===== src/rtl/if_fetch.sv =====
// Instruction fetch unit: owns the fetch PC, issues one outstanding request at a time
// on a req/gnt/rvalid bus, and hands {pc, inst} with a valid flag to the if_id register.
module if_fetch #(
  parameter logic [31:0] RESET_ADDR = 32'h0000_0000,
  parameter logic [31:0] NOP_INST   = 32'h0000_0013
) (
  input  logic        clk,
  input  logic        rst_n,
  input  logic        jump_i,
  input  logic [31:0] jump_addr_i,
  input  logic        stall_i,
  output logic        ibus_req_o,
  output logic [31:0] ibus_addr_o,
  input  logic        ibus_gnt_i,
  input  logic        ibus_rvalid_i,
  input  logic [31:0] ibus_rdata_i,
  output logic [31:0] pc_o,
  output logic [31:0] inst_o,
  output logic        inst_valid_o
);

  localparam logic [1:0] S_IDLE = 2'd0;
  localparam logic [1:0] S_REQ  = 2'd1;
  localparam logic [1:0] S_WAIT = 2'd2;

  logic [1:0]  state;
  logic [31:0] pc_r;
  logic [31:0] pend_pc_r;
  logic        discard_r;
  logic        deliver;

  assign ibus_req_o  = (state == S_REQ);
  assign ibus_addr_o = pc_r;

  // A response is kept only if it was not redirected away, either earlier or this cycle.
  assign deliver = (state == S_WAIT) & ibus_rvalid_i & ~discard_r & ~jump_i;

  always_ff @(posedge clk or negedge rst_n) begin
    if (!rst_n) begin
      state     <= S_REQ;
      pc_r      <= RESET_ADDR;
      pend_pc_r <= RESET_ADDR;
      discard_r <= 1'b0;
    end else begin
      case (state)
        S_REQ: begin
          if (ibus_gnt_i) begin
            state <= S_WAIT;
            if (jump_i) begin
              pc_r      <= jump_addr_i;
              discard_r <= 1'b1;
            end else begin
              pend_pc_r <= pc_r;
              pc_r      <= pc_r + 32'd4;
            end
          end else if (jump_i) begin
            pc_r <= jump_addr_i;
          end
        end
        S_WAIT: begin
          if (ibus_rvalid_i) begin
            if (discard_r | jump_i) begin
              discard_r <= 1'b0;
              state     <= S_REQ;
              if (jump_i) pc_r <= jump_addr_i;
            end else begin
              state <= S_IDLE;
            end
          end else if (jump_i) begin
            pc_r      <= jump_addr_i;
            discard_r <= 1'b1;
          end
        end
        S_IDLE: begin
          if (jump_i) begin
            pc_r  <= jump_addr_i;
            state <= S_REQ;
          end else if (~inst_valid_o | ~stall_i) begin
            // The output slot is free or drains this cycle, so the next response has room.
            state <= S_REQ;
          end
        end
        default: state <= S_REQ;
      endcase
    end
  end

  always_ff @(posedge clk or negedge rst_n) begin
    if (!rst_n) begin
      pc_o         <= RESET_ADDR;
      inst_o       <= NOP_INST;
      inst_valid_o <= 1'b0;
    end else if (jump_i) begin
      inst_o       <= NOP_INST;
      inst_valid_o <= 1'b0;
    end else if (deliver) begin
      pc_o         <= pend_pc_r;
      inst_o       <= ibus_rdata_i;
      inst_valid_o <= 1'b1;
    end else if (inst_valid_o & ~stall_i) begin
      inst_o       <= NOP_INST;
      inst_valid_o <= 1'b0;
    end
  end

endmodule


===== config.mk =====
export PLATFORM = sky130hd
export DESIGN_NAME = if_fetch
export DESIGN_NICKNAME = d
export VERILOG_FILES = /design/src/rtl/if_fetch.sv
export SDC_FILE = /design/constraint.sdc
export NUM_CORES = 1
export LEC_CHECK = 0
export BUFFER_PORTS_ARGS = -buffer_cell sky130_fd_sc_hd__buf_4
export CAP_MARGIN = 20
export CORE_MARGIN = 2
export CORE_UTILIZATION = 58
export CTS_BUF_LIST = sky130_fd_sc_hd__clkbuf_4 sky130_fd_sc_hd__clkbuf_8
export DETAILED_ROUTE_END_ITERATION = 8
export PLACE_DENSITY = 0.84
export SLEW_MARGIN = 30
export SYNTH_ARGS = -nofsm -noshare
export SYNTH_HDL_FRONTEND = slang
export SYNTH_SLANG_ARGS = --single-unit

===== constraint.sdc =====
create_clock -name clk -period 4.71 [get_ports clk]
set_input_delay 0 -clock clk [delete_from_list [all_inputs] [get_ports clk]]
set_output_delay 0 -clock clk [all_outputs]
set_load 0.01 [all_outputs]

==> summary.txt, run 1 <==
Flow run
  – Max-cap violations: 0

Synth
  – Sequential share of the synthesized area: 0.561
  – Ys flop type: dfrtp_1
  – Synth Register Bits: roughly 130
  – Post-synth EDFFs: 0
  – Synthesized instance count: 556
  – Yosys warns: 0
  – Syn nets: 631
  – Asr flop ratio synth: 1.00
  – Mean area per synthesized cell: around 11 sq um
  – Synthesized cell area: 5900 sq um
  – Post-synth cell types: 51

Worst setup path
  – Worst Path Max Fanout: 23
  – R2r endpoint: ibus_addr_o[14]
  – Crit-path cells: inv_1, ha_1, nor4bb_4, or2_1, nor2_1, mux2i_1, o21ai_0, dlygate4sd3_1
  – Launching point of the worst reg2reg path: state[0]
  – CP arrival: 3940 ps
  – R2r setup slk: 1090 ps
  – CP peak stage delay: 950 ps
  – CP max-delay cell: nor4bb_4
  – Kind of critical path: flip-flop to flip-flop
  – Worst EP required: 5040 ps
  – Setup crit start kind: flip-flop
  – R2R cell count: 8
  – CP endpoint kind: flip-flop

Drt
  – Total iterations of the first detailed-routing run: 5
  – Vias: 5,592
  – Detail Route Antenna Nets: 0
  – Total length of routed wires: 18.3 mm
  – WL per Instance: 19.6 um
  – Iteration-0 DRC Markers: 623
  – Via density: 6.01
  – DRC: 0

STA
  – Max Clock Freq: 276 MHz
  – Final Hold Viols: 0
  – Worst-Margin Slew: 1000 ps
  – Fin Setup TNS: 0 ps
  – Hold Slack: 71.7 ps
  – Setup-failing EPs final: 0
  – Final min period: 3620 ps
  – Max-slew headroom: 0.332
  – Fin Clk Skew: around 13 ps
  – Period utilisation layout: 0.768
  – RSZ-0062 raised after global routing: no
  – Fin. max-slew vios: 0

Min path
  – Hold/Removal Path Class: input port to flip-flop
  – Hold Path Sink: ibus_addr_o[24]
  – HP Start: jump_i
  – Hold path cells: 3

Clocking
  – CTS resizes: 0
  – Later-pin clock latency in the skew report: 440 ps
  – TritonCTS clock tree: done
  – Max Root-Sink Buffers: 2
  – Reg clk slew, reported paths: 80 ps
  – Total CTS buffers: 17
  – CTS root buffer: clkbuf_8
  – H-tree depth: 4
  – Sink Count: 132

Power
  – Net Switching: 0.00176 W
  – Clk network pwr share: 0.206
  – Internal power: 0.00279 W
  – Post-layout total power: 0.00455 W
  – Maximum VDD drop: 0.425 mV
  – Static Leak: 4.07 nW
  – Reg power frac: 0.428
  – PwrDens: 546 nW/um^2
  – Net Sw Frac: 0.387
  – Combinational fraction of design power: 0.366

GRT
  – Vias in the first global route: 5,770
  – Largest net degree at the start of global routing: 83
  – First-pass GRT wire length: 29.0 mm
  – Initial antenna violation count: 0
  – Congestion Overflow GR: 0
  – Gr usage total: 0.335

Placed design
  – Placed Cells incl. Taps: approximately 820
  – GP Congestion: about 0.8
  – IO Port Bufs: 167
  – HPWL after DPL: 10.4 mm

Floorplan
  – Core Region: 9820 sq um
  – Die W: 105 um
  – Site Rows: 36
  – Initial Utilization: 0.601
  – IO Pins: roughly 170
  – DIE HEIGHT: approximately 100 um
  – Die ar.: 11,000 sq um

Status
  – Outcome: finished clean

Final layout
  – N_diodes: 0
  – Area of the multi-input gates: 2420 sq um
  – FF+latch area: 3310 sq um
  – Layout Nets: 860
  – Share of cells above drive strength 1: 0.313
  – Fill cells: 507
  – Synthesis-to-layout area growth: 41.4%
  – Fin cells: just over 900
-- worst max-delay path: cells and delay by family (launching register included) --
kind            cells  cell delay, ps
fa+ha+maj           1             320
mux                 1             240
buf+inv             2             680
simple gates        3            1720
flops               1             390
compound gates      1             150
-- flip-flops by register name, indices dropped and copies added, names as in the netlist --
| register | flops |
|---|---|
| discard_r | 1 |
| ibus_addr_o | 32 |
| inst_o | 32 |
| inst_valid_o | 1 |
| pc_o | 32 |
| pend_pc_r | 32 |
| state | 2 |
-- cell families (layout without fill, tap and decap cells) --
family	after synthesis	count (layout)	synth area share
adder cells (fa/ha/maj)	5	5	0.0106
buffers and inverters	44	286	0.0350
flip-flops	132	132	0.561
AND/OR/NAND/NOR	210	210	0.170
XOR/XNOR	1	1	0.00148
multiplexers	45	45	0.0833
AO/OA/AOI/OAI	119	119	0.138
-- synth_stat cells (all sizes together) (4+ instances only) --
| cell type | number | area (sq um) |
|---|---|---|
| mux2i | 12 | 120 |
| a22oi | 8 | 60.1 |
| a22o | 29 | 254 |
| clkbuf | 20 | 75.1 |
| nand2 | 127 | 477 |
| inv | 9 | 33.8 |
| dfrtp | 128 | 3200 |
| o21ai | 23 | 115 |
| nand2b | 4 | 25.0 |
| a21oi | 20 | 100 |
| ha | 5 | 62.6 |
| nand3 | 21 | 115 |
| nor4 | 9 | 105 |
| nand4 | 7 | 43.8 |
| buf | 15 | 97.6 |
| mux2 | 33 | 372 |
| dfstp | 4 | 105 |
| o22ai | 16 | 100 |
| and3 | 4 | 25.0 |
| nor2 | 15 | 56.3 |
| nor3 | 9 | 50.1 |
-- repair_timing --
item                                   in CTS  in global routing
buffers inserted                            0                  0
hold buffers                               75                  0
endpoints found under the hold margin     144                  0
-- area by class of cell --
| type | instances | share of cell area |
|---|---|---|
| Inverter | 9 | 0.00405 |
| Clock inverter | 13 | 0.0147 |
| Tap cell | 133 | 0.0199 |
| Multi-Input combinational cell | 380 | 0.290 |
| Timing Repair Buffer | 245 | 0.243 |
| Sequential cell | 132 | 0.396 |
| Clock buffer | 19 | 0.0313 |
-- cell usage in the layout, fill, tap and decap left out, drive strengths merged, types with 5 or more instances in the layout --
cell and n:
nor2 15, ha 5, o21ai 23, dfrtp 128
nand4 7, buf 170, nor3 9, a21oi 20
clkbuf 19, nand3 21, dlygate4sd3 75, inv 13
nand2 127, a22oi 8, nor4 9, o22ai 16
mux2 33, mux2i 12, a22o 29
-- per-stage QoR --
| stage | area, sq um | utilization | worst slack (ps) |
|---|---|---|---|
| 2_1_floorplan | 5900 | - | 2620 |
| 3_5_place_dp | 7200 | 0.733 | 1700 |
| 5_1_grt | 8350 | 0.850 | 922 |
| 3_3_place_gp | 7200 | 0.733 | 1850 |
| 4_1_cts | 8340 | 0.849 | 1290 |
| 6_report | 8350 | 0.850 | 1090 |
-- how the worst max path moves through the flow --
stage / from / end / cells past startpoint
6_report: state[0] / ibus_addr_o[14] / 8
5_1_grt: state[0] / ibus_addr_o[14] / 8
4_1_cts: state[0] / ibus_addr_o[25] / 8
3_5_place_dp: state[0] / ibus_addr_o[30] / 7
3_3_place_gp: state[0] / ibus_addr_o[29] / 8
2_1_floorplan: state[0] / ibus_addr_o[28] / 8
-- per-layer routing --
metal  up-vias  part of all wire  wire [um]  GRT usage
met1      2739              0.37       6750      0.414
met2       331              0.51       9410      0.564
met4         0             0.041        751      0.170
li1       2440                 -          -          -
met3        82             0.076       1390     0.0636
met5         -                 0          0          0
-- power groups by stage --
stage | logic [W] | registers [W] | clock network, W
floorplan | 0.000819 | 0.00193 | 0
global placement | 0.00144 | 0.00191 | 0
detailed placement | 0.00151 | 0.00194 | 0
CTS | 0.00162 | 0.00192 | 0.000933
global route | 0.00179 | 0.00200 | 0.000990
finish | 0.00167 | 0.00195 | 0.000938
No activity file was read; power rests on OpenSTA's default activity.
==> run 2: changes to the inputs <==
- ABC_AREA: unset -> 1
- CORE_UTILIZATION: 58 -> 55
- PLACE_DENSITY: 0.84 -> 0.79
- clock period: 4.71 -> 3.7 ns (I/O delays scaled with it)
==> run 2 against run 1 <==
Net effect: routed wire length increased by 3.0%; clock power rose by 28%; via count increased by 8.6%; clock skew fell by 0.56 ps; count of clock-buffer cells in the layout up 5; worst hold slack worse by 35 ps; critical path depth did not move; global-route usage shrank 2.5 points; first-iteration DRC count fell by 10%; critical endpoint is now inst_o[21]; largest power group unchanged.
==> summary.txt, run 2 <==
Clocking
  – Sink Count: 132
  – CTS root buffer: clkbuf_8
  – Setup Fix Bufs, Post-CTS: 0
  – Later-pin clock latency in the skew report: 460 ps
  – Reg clk slew, reported paths: 70 ps
  – TritonCTS clock tree: done
  – CTS resizes: 0
  – Max Root-Sink Buffers: 2
  – Hold buffer count at CTS: 67
  – H-tree depth: 4
  – Total CTS buffers: 17

Synth
  – Most frequent cell after synthesis: nand2_1
  – Ys flop type: dfrtp_1
  – Synth Register Bits: 132
  – Sequential share of the synthesized area: 0.531
  – Syn nets: 816
  – Synthesized instance count: roughly 740
  – Post-synth cell types: 35
  – Synthesized cell area: 6230 sq um
  – Top cells by count, synth: nand2_1, dfrtp_1, o21ai_0
  – Yosys top cell by area: dfrtp_1
  – Asr flop ratio synth: 1.00
  – Area fraction of the dominant cell type after synthesis: 0.514
  – Yosys warns: 0
  – Area contributors post-synth: dfrtp_1, nand2_1, o21ai_0, a22o_1, nand3_1
  – Mean area per synthesized cell: ~8.4 sq um
  – Post-synth EDFFs: 0

Worst setup path
  – Worst EP required: 4030 ps
  – R2r setup slk: 740 ps
  – CP peak stage delay: 760 ps
  – CP endpoint kind: flip-flop
  – R2R cell count: 8
  – Worst Path Max Fanout: 61
  – CP arrival: 3290 ps
  – Crit-path cells: inv_1, ha_1, nand2_1, inv_2, nand2_2, buf_4, clkinv_2, a22o_1
  – Kind of critical path: flip-flop to flip-flop
  – CP max-delay cell: clkinv_2
  – Critical path capture point: inst_o[21]
  – Setup crit start kind: flip-flop
  – Launching point of the worst reg2reg path: state[0]
  – Critical Path Source: state[0]
  – R2r endpoint: inst_o[21]

Floorplan
  – Initial Utilization: 0.570
  – Die ar.: 12,200 sq um
  – IO Pins: approximately 170
  – Core Region: 10,900 sq um
  – DIE HEIGHT: 110 um
  – Site Rows: 38
  – Die W: 110 um

STA
  – Setup-failing EPs final: 0
  – Worst-Margin Slew: 837 ps
  – Fin. max-slew vios: 0
  – Final min period: 2960 ps
  – Hold Slack: 37.1 ps
  – Period utilisation layout: 0.800
  – Fin Clk Skew: 12.1 ps
  – Final Hold Viols: 0
  – Max Clock Freq: 338 MHz
  – Max-slew headroom: 0.442
  – Final worst slack: 738 ps
  – RSZ-0062 raised after global routing: no
  – Fin Setup TNS: 0 ps

GRT
  – Initial antenna violation count: 0
  – Gr usage total: 0.310
  – Congestion Overflow GR: 0
  – First-pass GRT wire length: 30.2 mm
  – Vias in the first global route: 5,838
  – Largest net degree at the start of global routing: 88

Drt
  – Vias: 6,073
  – Via density: 5.43
  – Total length of routed wires: 18.8 mm
  – DRC: 0
  – Detail Route Antenna Nets: 0
  – WL per Instance: 16.9 um
  – Total iterations of the first detailed-routing run: 5
  – Iteration-0 DRC Markers: 560

Min path
  – Hold/Removal Path Class: input port to flip-flop

Placed design
  – HPWL after DPL: about 12 mm
  – IO Port Bufs: 167
  – GP Congestion: 0.921
  – Worst slack, placed: 1170 ps
  – Placed Area: roughly 7500 sq um

Final layout
  – Finished layout cell area: 8600 sq um
  – Most frequent cells in the layout: nand2_1, buf_4, dfrtp_1, dlygate4sd3_1, o21ai_0
  – Fill cells: between 700 and 800
  – Synthesis-to-layout area growth: 37.9%
  – Share of cells above drive strength 1: 0.256
  – Layout Nets: ~1,000
  – N_diodes: 0
  – Commonest non-fill, non-tap cell in the layout: nand2_1
  – Fin util: 0.786

Power
  – PwrDens: ~700 nW/um^2
  – Maximum VDD drop: 0.533 mV
  – Static Leak: around 4.4 nW

Status
  – Outcome: finished clean

Flow run
  – Max-cap violations: 0
[run 2: changes by cell type after synthesis, moves of 9 or more]
cell / before / now
nand2_1: 127 / 263
inv_1: 9 / 47
nor2_1: 15 / 49
o21ai_0: 23 / 53
mux2_2: 32 / 3
nand3_1: 19 / 39
o22ai_1: 16 / 3
mux2i_1: 12 / 0
clkbuf_1: 20 / 9
a21oi_1: 20 / 11
inv_2: 0 / 9
nand2_2: 0 / 9
nor2_2: 0 / 9
o21ai_1: 0 / 9
[run 2: worst min-delay path by stage]
stage	start	endpoint	slack [ps]	cells after the start
global route	jump_addr_i[24]	ibus_addr_o[24]	60	7
floorplan	rst_n	discard_r	-300	0
finish	jump_addr_i[24]	ibus_addr_o[24]	40	7
global placement	rst_n	inst_o[24]	20	1
CTS	jump_addr_i[24]	ibus_addr_o[24]	10	7
detailed placement	rst_n	inst_o[30]	30	1
[run 2: critical path: cells and delay by family, from the launching register on]
kind | cells | cell delay (ps)
simple gates | 2 | 210
compound gates | 1 | 530
buf+inv | 4 | 1260
fa+ha+maj | 1 | 250
flops | 1 | 560
[run 2: through the flow]
stage / power (W) / cells
floorplan: 0.00365 / 741
global placement: 0.00459 / 1019
detailed placement: 0.00467 / 1019
CTS: 0.00593 / 1118
global route: 0.00636 / 1118
finish: 0.00599 / 1118
[run 2: cells by family after synthesis]
group	count (synthesis)	synth area share
AOI/OAI and AO/OA	113	0.113
buffers and inverters	90	0.0628
and+or+nand+nor	393	0.271
muxes	4	0.00723
DFF	132	0.531
xor gates and xnor gates	4	0.00562
adders and majority gates	5	0.0100
[run 2: layout make-up]
type	count	area, sq um	area share
repair buffers	237	1960	0.228
well taps	140	175	0.0204
flip-flops and latches	132	3310	0.385
inverters	58	221	0.0258
clock inverters	8	73.8	0.00859
clock buffers	24	318	0.0370
multi-input cells	519	2540	0.296
[run 2: where the power goes]
part / switching [W] / internal (W) / total (W)
Sequential: 0.000524 / 0.00196 / 0.00249
Clock: 0.000564 / 0.000631 / 0.00120
Combinational: 0.00134 / 0.000975 / 0.00231
Total: 0.00242 / 0.00357 / 0.00599
[run 2: routing by layer]
metal | share of wire | GRT usage
met1 | 0.42 | 0.417
met5 | 0 | 0
met4 | 0.029 | 0.132
met3 | 0.070 | 0.0620
met2 | 0.48 | 0.495
==> run 3: changes to the inputs <==
- clock period: 3.7 -> 2.9 ns (I/O delays scaled with it)
==> run 3 against run 2 <==
Net effect: combinational power increased by 27%; final area decreased by 0.20%; critical path depth down 1; register-to-register slack worse by 270 ps; critical path type unchanged; flip-flop and latch count is the same; clock skew is 2.6 ps higher; via count is 1.1% lower; count of clock-buffer cells in the layout down 3.
==> summary.txt, run 3 (same netlist as run 2, synthesis figures left out) <==
STA
  – Max-slew headroom: 0.431
  – Final Hold Viols: 0
  – Max Clock Freq: 411 MHz
  – Setup-failing EPs final: 0
  – Fin Setup TNS: 0 ps
  – Hold Slack: 18.0 ps
  – RSZ-0062 raised after global routing: no
  – Fin Clk Skew: 14.7 ps
  – Worst-Margin Slew: 853 ps
  – Period utilisation layout: 0.838
  – Fin. max-slew vios: 0
  – Final min period: 2430 ps

Power
  – Clk network pwr share: 0.213
  – Internal power: around 0.0047 W
  – Net Sw Frac: 0.398
  – Reg power frac: 0.408
  – Post-layout total power: 0.00775 W
  – PwrDens: approximately 900 nW/um^2
  – Maximum VDD drop: 0.690 mV
  – Net Switching: 0.00309 W
  – Static Leak: 4.41 nW
  – Combinational fraction of design power: 0.379

Drt
  – Total iterations of the first detailed-routing run: 5
  – Iteration-0 DRC Markers: 576
  – Vias: 6,004
  – WL per Instance: 16.5 um
  – Total length of routed wires: 18.4 mm
  – Via density: roughly 5.4
  – DRC: 0
  – Detail Route Antenna Nets: 0

GRT
  – Gr usage total: 0.306
  – First-pass GRT wire length: about 30 mm
  – Largest net degree at the start of global routing: 93
  – Congestion Overflow GR: 0
  – Vias in the first global route: 5,934
  – Initial antenna violation count: 0

Clocking
  – Later-pin clock latency in the skew report: approximately 450 ps
  – CTS root buffer: clkbuf_8
  – Total CTS buffers: 17
  – H-tree depth: 4
  – Max Root-Sink Buffers: 2
  – TritonCTS clock tree: done
  – Reg clk slew, reported paths: approximately 80 ps
  – Sink Count: 132
  – CTS resizes: 0
  – Hold buffer count at CTS: 61
  – Setup Fix Bufs, Post-CTS: 0

Worst setup path
  – Crit-path cells: inv_1, ha_1, nand2_1, inv_2, nand2_2, clkinv_2, a22o_1
  – CP arrival: 2760 ps
  – Setup crit start kind: flip-flop
  – Bufs and invs on worst path: 3
  – CP endpoint kind: flip-flop
  – Cell family with most CP delay: buffers and inverters
  – Worst Path Max Fanout: 61
  – CP peak stage delay: 640 ps
  – CP max-delay cell: clkinv_2
  – Worst EP required: 3220 ps
  – Kind of critical path: flip-flop to flip-flop

Final layout
  – Most frequent cells in the layout: nand2_1, buf_4, dfrtp_1, dlygate4sd3_1, o21ai_0
  – FF+latch area: around 3300 sq um
  – Synthesis-to-layout area growth: 37.6%
  – Fill cells: 736
  – Commonest non-fill, non-tap cell in the layout: nand2_1
  – Share of cells above drive strength 1: 0.259
  – Area of the multi-input gates: 2530 sq um
  – N_diodes: 0
  – Fin util: 0.785
  – Layout Nets: between 1,000 and 1,500

Placed design
  – HPWL after DPL: 11.8 mm
  – IO Port Bufs: 167
  – GP Congestion: 0.886

Floorplan
  – Site Rows: 38
  – IO Pins: 168
  – Die W: around 110 um
  – Initial Utilization: 0.570
  – Die ar.: 12,200 sq um
  – DIE HEIGHT: about 110 um
  – Core Region: 10,900 sq um

Flow run
  – Max-cap violations: 0

Min path
  – Hold/Removal Path Class: input port to flip-flop

Status
  – Outcome: finished clean
## run 3: cell count changes in the layout (fill, tap and decap cells not counted), sizes merged
cell and change:
buf +2, bufinv +2, clkbuf -3, dlygate4sd3 -6, inv +1
## run 3: power by group through the flow
stage	combinational (W)	clock [W]	sequential (W)
final	0.00294	0.00165	0.00316
after CTS	0.00292	0.00165	0.00313
after detailed placement	0.00282	0	0.00315
after floorplan	0.00146	0	0.00320
after global routing	0.00327	0.00175	0.00324
after global placement	0.00274	0	0.00312
## run 3: layout make-up
type | instances | area share
inverters | 58 | 0.0258
well taps | 140 | 0.0204
clock buffers | 21 | 0.0322
repair buffers | 233 | 0.223
multi-input cells | 519 | 0.295
flip-flops and latches | 132 | 0.386
clock inverters | 11 | 0.0175
## run 3: final timing paths
| path | slack (ps) | startpoint | end | depth (start not counted) |
|---|---|---|---|---|
| worst max-delay path | 470 | state[0] | inst_o[13] | 7 |
| worst min-delay path | 20 | jump_i | inst_valid_o | 2 |
| worst max register to register | 470 | state[0] | inst_o[13] | 7 |
| worst min register to register | 470 | pend_pc_r[29] | pc_o[29] | 2 |
| max in group asynchronous | 1910 | rst_n | state[0] | 3 |
| min in group asynchronous | 80 | rst_n | pc_o[23] | 2 |
## run 3: through the flow
| stage | setup slack (ps) | instances | cell area, sq um |
|---|---|---|---|
| 4_1_cts | 637 | 1114 | 8580 |
| 2_1_floorplan | 1170 | 741 | 6230 |
| 3_3_place_gp | 754 | 1021 | 7540 |
| 3_5_place_dp | 675 | 1021 | 7540 |
| 5_1_grt | 315 | 1114 | 8580 |
| 6_report | 470 | 1114 | 8580 |
## run 3: worst reg2reg max path, cell delays in order, from the launching register on
cell and delay [ps]:
dfstp_2 560, inv_1 70, ha_1 240, nand2_1 110
inv_2 50, nand2_2 100, clkinv_2 640, a22o_1 550
## run 3: per-layer routing
layer / up-vias / track usage / part of all wire
met3: 40 / 0.0697 / 0.074
met4: 0 / 0.0900 / 0.018
met2: 275 / 0.508 / 0.49
met1: 2859 / 0.405 / 0.41
met5: - / 0 / 0
li1: 2830 / - / -
